==> config.mk <==
export PLATFORM = sky130hd
export DESIGN_NAME = bus_sequencer
export DESIGN_NICKNAME = d
export VERILOG_FILES = /design/src/rtl/bus_sequencer.sv
export SDC_FILE = /design/constraint.sdc
export NUM_CORES = 1
export LEC_CHECK = 0
export ABC_AREA = 1
export BUFFER_PORTS_ARGS = -buffer_cell sky130_fd_sc_hd__buf_2
export CAP_MARGIN = 20
export CELL_PAD_IN_SITES_DETAIL_PLACEMENT = 1
export CELL_PAD_IN_SITES_GLOBAL_PLACEMENT = 1
export CORE_MARGIN = 8
export CORE_UTILIZATION = 33
export DETAILED_ROUTE_END_ITERATION = 6
export HOLD_SLACK_MARGIN = 0.02
export PLACE_DENSITY = 0.74
export SLEW_MARGIN = 20
export SYNTH_ARGS = -nofsm -noshare
export SYNTH_HDL_FRONTEND = slang
export SYNTH_SLANG_ARGS = --single-unit
export TNS_END_PERCENT = 20
==> constraint.sdc <==
create_clock -name clk16_i -period 1.2 [get_ports clk16_i]
set_input_delay 0.12 -clock clk16_i [delete_from_list [all_inputs] [get_ports clk16_i]]
set_output_delay 0.12 -clock clk16_i [all_outputs]
set_load 0.02 [all_outputs]
==> src/rtl/bus_sequencer.sv <==
// Shared-bus time-division sequencer: a 16-cycle frame with an SPI slot (counts 0-6),
// a turnaround cycle (count 7) and a CPU slot (counts 8-15). Every output is a flop;
// next-state values are decoded from the counter's next value so that each output
// lines up with the count it belongs to.
module bus_sequencer #(
  parameter int unsigned PHI2_START = 12
) (
  input  logic clk16_i,
  input  logic reset_ni,
  input  logic cpu_en_i,
  input  logic spi_valid_i,
  input  logic spi_rw_ni,
  output logic spi_ready_o,
  output logic spi_rd_strobe_o,
  input  logic bus_rw_ni,
  output logic cpu_clk_o,
  output logic cpu_be_o,
  output logic cpu_ready_o,
  output logic bus_addr_oe,
  output logic bus_rw_noe,
  output logic bus_data_oe,
  output logic ram_oe_o,
  output logic ram_we_o
);

  localparam logic [3:0] Phi2Start = 4'(PHI2_START);
  localparam logic [3:0] Phi2Next  = 4'(PHI2_START + 1);

  logic [3:0] cnt_q, cnt_d;
  logic       grant_q, grant_d;
  logic       grant_rw_q, grant_rw_d;

  logic spi_ready_q, spi_ready_d;
  logic spi_rd_strobe_q, spi_rd_strobe_d;
  logic cpu_clk_q, cpu_clk_d;
  logic cpu_be_q, cpu_be_d;
  logic cpu_ready_q, cpu_ready_d;
  logic bus_addr_oe_q, bus_addr_oe_d;
  logic bus_rw_noe_q, bus_rw_noe_d;
  logic bus_data_oe_q, bus_data_oe_d;
  logic ram_oe_q, ram_oe_d;
  logic ram_we_q, ram_we_d;

  // Frame counter and SPI grant state.
  always_ff @(posedge clk16_i or negedge reset_ni) begin
    if (!reset_ni) begin
      cnt_q      <= 4'd0;
      grant_q    <= 1'b0;
      grant_rw_q <= 1'b1;
    end else begin
      cnt_q      <= cnt_d;
      grant_q    <= grant_d;
      grant_rw_q <= grant_rw_d;
    end
  end

  // Free-running count; grant sampled at the last count of a frame, retired after ready.
  always_comb begin
    cnt_d      = cnt_q + 4'd1;
    grant_d    = grant_q;
    grant_rw_d = grant_rw_q;
    if (cnt_q == 4'd15) begin
      grant_d    = spi_valid_i;
      grant_rw_d = spi_rw_ni;
    end else if (cnt_q == 4'd7) begin
      grant_d = 1'b0;
    end
  end

  // Decode outputs for the upcoming count (cnt_d) so the registered values match it.
  always_comb begin
    spi_ready_d     = 1'b0;
    spi_rd_strobe_d = 1'b0;
    bus_addr_oe_d   = 1'b0;
    bus_rw_noe_d    = 1'b0;
    bus_data_oe_d   = 1'b0;
    ram_oe_d        = 1'b0;
    ram_we_d        = 1'b0;
    cpu_be_d        = cnt_d[3];
    cpu_clk_d       = (cnt_d >= Phi2Start);
    // RDY only moves on entry to count 8, while PHI0 is low.
    cpu_ready_d     = (cnt_d == 4'd8) ? cpu_en_i : cpu_ready_q;
    if (cnt_d[3]) begin
      ram_oe_d = (cnt_d >= Phi2Start) & bus_rw_ni;
      ram_we_d = (cnt_d >= Phi2Next) & ~bus_rw_ni;
    end else if (grant_d) begin
      if (cnt_d <= 4'd6) begin
        bus_addr_oe_d = 1'b1;
        bus_rw_noe_d  = 1'b1;
      end
      if (!grant_rw_d) begin
        bus_data_oe_d = (cnt_d >= 4'd1) && (cnt_d <= 4'd6);
        ram_we_d      = (cnt_d >= 4'd3) && (cnt_d <= 4'd5);
      end else begin
        ram_oe_d        = (cnt_d >= 4'd2) && (cnt_d <= 4'd6);
        spi_rd_strobe_d = (cnt_d == 4'd6);
      end
      spi_ready_d = (cnt_d == 4'd7);
    end
  end

  // Output registers; reset forces every output low at once.
  always_ff @(posedge clk16_i or negedge reset_ni) begin
    if (!reset_ni) begin
      spi_ready_q     <= 1'b0;
      spi_rd_strobe_q <= 1'b0;
      cpu_clk_q       <= 1'b0;
      cpu_be_q        <= 1'b0;
      cpu_ready_q     <= 1'b0;
      bus_addr_oe_q   <= 1'b0;
      bus_rw_noe_q    <= 1'b0;
      bus_data_oe_q   <= 1'b0;
      ram_oe_q        <= 1'b0;
      ram_we_q        <= 1'b0;
    end else begin
      spi_ready_q     <= spi_ready_d;
      spi_rd_strobe_q <= spi_rd_strobe_d;
      cpu_clk_q       <= cpu_clk_d;
      cpu_be_q        <= cpu_be_d;
      cpu_ready_q     <= cpu_ready_d;
      bus_addr_oe_q   <= bus_addr_oe_d;
      bus_rw_noe_q    <= bus_rw_noe_d;
      bus_data_oe_q   <= bus_data_oe_d;
      ram_oe_q        <= ram_oe_d;
      ram_we_q        <= ram_we_d;
    end
  end

  assign spi_ready_o     = spi_ready_q;
  assign spi_rd_strobe_o = spi_rd_strobe_q;
  assign cpu_clk_o       = cpu_clk_q;
  assign cpu_be_o        = cpu_be_q;
  assign cpu_ready_o     = cpu_ready_q;
  assign bus_addr_oe     = bus_addr_oe_q;
  assign bus_rw_noe      = bus_rw_noe_q;
  assign bus_data_oe     = bus_data_oe_q;
  assign ram_oe_o        = ram_oe_q;
  assign ram_we_o        = ram_we_q;

endmodule
==> metrics.md <==
| Metric | Value |
|---|---|
| Area contributors post-synth | `dfrtp_1 (51%), nand2_1 (8.8%), inv_1 (6.5%)` |
| Area delta synth->final | `48.9%` |
| Initial antenna violation count | `0` |
| Post-place setup slack | `-0.182 ns` |
| Fraction of registers with async set/reset | `100%` |
| CP arrival | `1.46 ns` |
| Die X | `59.9 um` |
| RSZ-0062 raised after global routing | `true` |
| Initial Utilization | `33.8%` |
| H-tree depth | `1` |
| Clk pin slew, worst setup/hold paths | `0.09 ns` |
| Ant. Diodes | `0` |
| Register area share after synthesis | `55.2%` |
| Max-cap viol count | `0` |
| Die Y | `59.9 um` |
| Global Route Usage Sum | `11.5%` |
| Synth cell types | `18` |
| CP most frequent cell | `nand2_2` |
| Most common cell in the netlist | `nand2_1` |
| Endpoint type of the worst setup path | `flip-flop` |
| Register Area | `355 sq um` |
| Share of the synthesized area in the top cell type | `51.1%` |
| First-pass DRT Iterations | `4` |
| Share of cells above drive strength 1 | `55.2%` |
| Critical path required time | `1.37 ns` |
| Fin. max-slew vios | `0` |
| I/O pin count | `16` |
| Most used flip-flop cell after synthesis | `dfrtp_1` |
| Worst Path Buf+Inv | `0` |
| Final nets | `106` |
| Syn_nets | `78` |
| Status | `finished, violations left` |
| Worst Tran Pin Value | `0.313 ns` |
| Synthesized area | `637 sq um` |
| Minimum clock period | `1.29 ns` |
| Fill cells | `239` |
| Setup_tns | `-0.369 ns` |
| Worst path max stage delay | `0.44 ns` |
| Clock Sink Count | `14` |
| Port Buffers | `15` |
| Critical-path top delay cell | `dfrtp_2` |
| Post-DP HPWL | `1.19 mm` |
| Total power | `894 uW` |
| Residual DRC count | `0` |
| Initial DRC count | `11` |
| Detailed-route wire length | `1.89 mm` |
| #FFs+latches synth | `14` |
| Pwr Density | `943 nW/um^2` |
| F_max | `778 MHz` |
| P_leak | `0.484 nW` |
| GRT overflow | `0` |
| # rows | `16` |
| Bufs on Longest Clock Path | `2` |
| Vias in the first global route | `632` |
| Routed Antenna Nets | `0` |
| Top cells by count, synth | `nand2_1 (15), dfrtp_1 (13), inv_1 (11), nand4_1 (6)` |
| First-pass GRT wire length | `2.95 mm` |
| Post-synth EDFFs | `0` |
| Vias per cell | `4.76` |
| Clk_lat worst skew | `0.29 ns` |
| Rel. slew slack | `79.1%` |
| Critical path class | `reg -> reg` |
| Hold Crit Class | `in -> reg` |
| Num CTS Buffers | `3` |
| Final Worst Setup Slack | `-0.0851 ns` |
| Largest net degree at the start of global routing | `15` |
| Ys Warns | `0` |
| Via count | `585` |
| Area leader, netlist | `dfrtp_1` |
| Element type at the critical path start | `flip-flop` |
| CTS tree | `built` |
| Post-Syn Instances | `69` |
| Max rail drop VDD | `0.753 mV` |
| WL/cell | `15.4 um` |
| CP delay by family, top | `flip-flops` |
| Clk root buf | `clkbuf_4` |
| Setup violators final | `6` |
| Average size of a mapped cell | `9.23 sq um` |
| Cells along the critical path | `ha_4 -> nand2_8 -> o21ai_4 -> nand2_2 -> nand2_2 -> o21ai_2` |
| Crit-path max FO | `6` |
| GP Congestion | `0.805` |
| Final Hold Fails | `0` |
| Skew final | `0.00648 ns` |
| Die Area | `3590 sq um` |
| Area taken by multi-input logic gates | `312 sq um` |
| Ratio of final minimum period to clock period | `107%` |
| Core Region | `1880 sq um` |
| Failing checks | `negative setup slack` |
cell families (layout without fill, tap and decap cells):
group,after synthesis,count (layout),synth area share (%)
simple gates,32,32,24.0
buf+inv,15,42,10.0
flops,14,14,55.2
compound gates,5,5,4.91
fa+ha+maj,3,3,5.89
cell type report:
class / instances / area share (%)
Sequential cell: 14 / 37.5
Tap cell: 27 / 3.56
Inverter: 13 / 5.41
Multi-Input combinational cell: 40 / 32.8
Clock buffer: 4 / 3.83
Timing Repair Buffer: 25 / 16.9
stage by stage:
stage | cell area (sq um) | hold WS [ns] | std cells | utilization [%]
final | 948 | 0.0711 | 123 | 50.4
after global routing | 948 | 0.0920 | 123 | 50.4
after CTS | 892 | 0.0683 | 121 | 47.4
after detailed placement | 771 | 0.0394 | 114 | 41.0
after global placement | 771 | 0.0334 | 114 | 41.0
after floorplan | 639 | -0.176 | 69 | -
cells in the final DEF (no fill, tap or decap), types with 2 or more instances in the layout:
master    instances
nand2_4           2
ha_4              2
buf_4             7
nor2_1            2
nand2_1           7
dfrtp_2           3
inv_2             2
buf_6             2
nand3_1           2
clkbuf_4          3
nand4_1           6
dfrtp_1          10
nand2_2           8
buf_2            15
inv_1            10
path summary, 6_finish.rpt:
check / startpoint / end / slack, ns / cells past startpoint
max in group asynchronous: reset_ni / grant_rw_q / 0.67 / 2
setup / recovery: cnt_q[0] / ram_oe_o / -0.09 / 6
hold reg to reg: cpu_ready_o / cpu_ready_o / 0.49 / 2
hold / removal: cpu_en_i / cpu_ready_o / 0.07 / 3
min in group asynchronous: reset_ni / cpu_ready_o / 0.25 / 2
setup reg to reg: cnt_q[0] / ram_oe_o / -0.09 / 6
state kept, by name, summed over array words and instances (netlist names):
register	flops
cpu_ready_o	1
grant_q	1
ram_oe_o	1
ram_we_o	1
spi_rd_strobe_o	1
spi_ready_o	1
bus_data_oe	1
cnt_q	4
bus_rw_noe	1
grant_rw_q	1
cpu_clk_o	1
tightest hold or removal path: stages:
cell,delay [ns]
buf_2,0.10
inv_1,0.04
o21ai_0,0.07
where the power goes:
part	total, mW	switching [mW]	internal [mW]
Combinational	0.0619	0.0397	0.0222
Clock	0.347	0.162	0.185
Sequential	0.486	0.00418	0.481
Total	0.894	0.206	0.688
what timing repair did:
item	in CTS	in global routing
pin swaps	4	7
hold endpoints to repair	14	0
hold buffers	1	0
setup buffers	2	2
gates resized for setup	13	12
endpoints found under the setup margin	8	10
routing by layer:
metal | part of all wire (%) | global-route usage, % | vias to the layer above | wire length (um)
li1 | - | - | 273 | -
met1 | 38 | 11.4 | 289 | 721
met2 | 52 | 19.4 | 14 | 985
met3 | 4.8 | 3.66 | 9 | 90
met4 | 4.8 | 9.18 | 0 | 91
met5 | 0 | 0 | - | 0
Note: power is estimated with default switching activity, not from simulation.
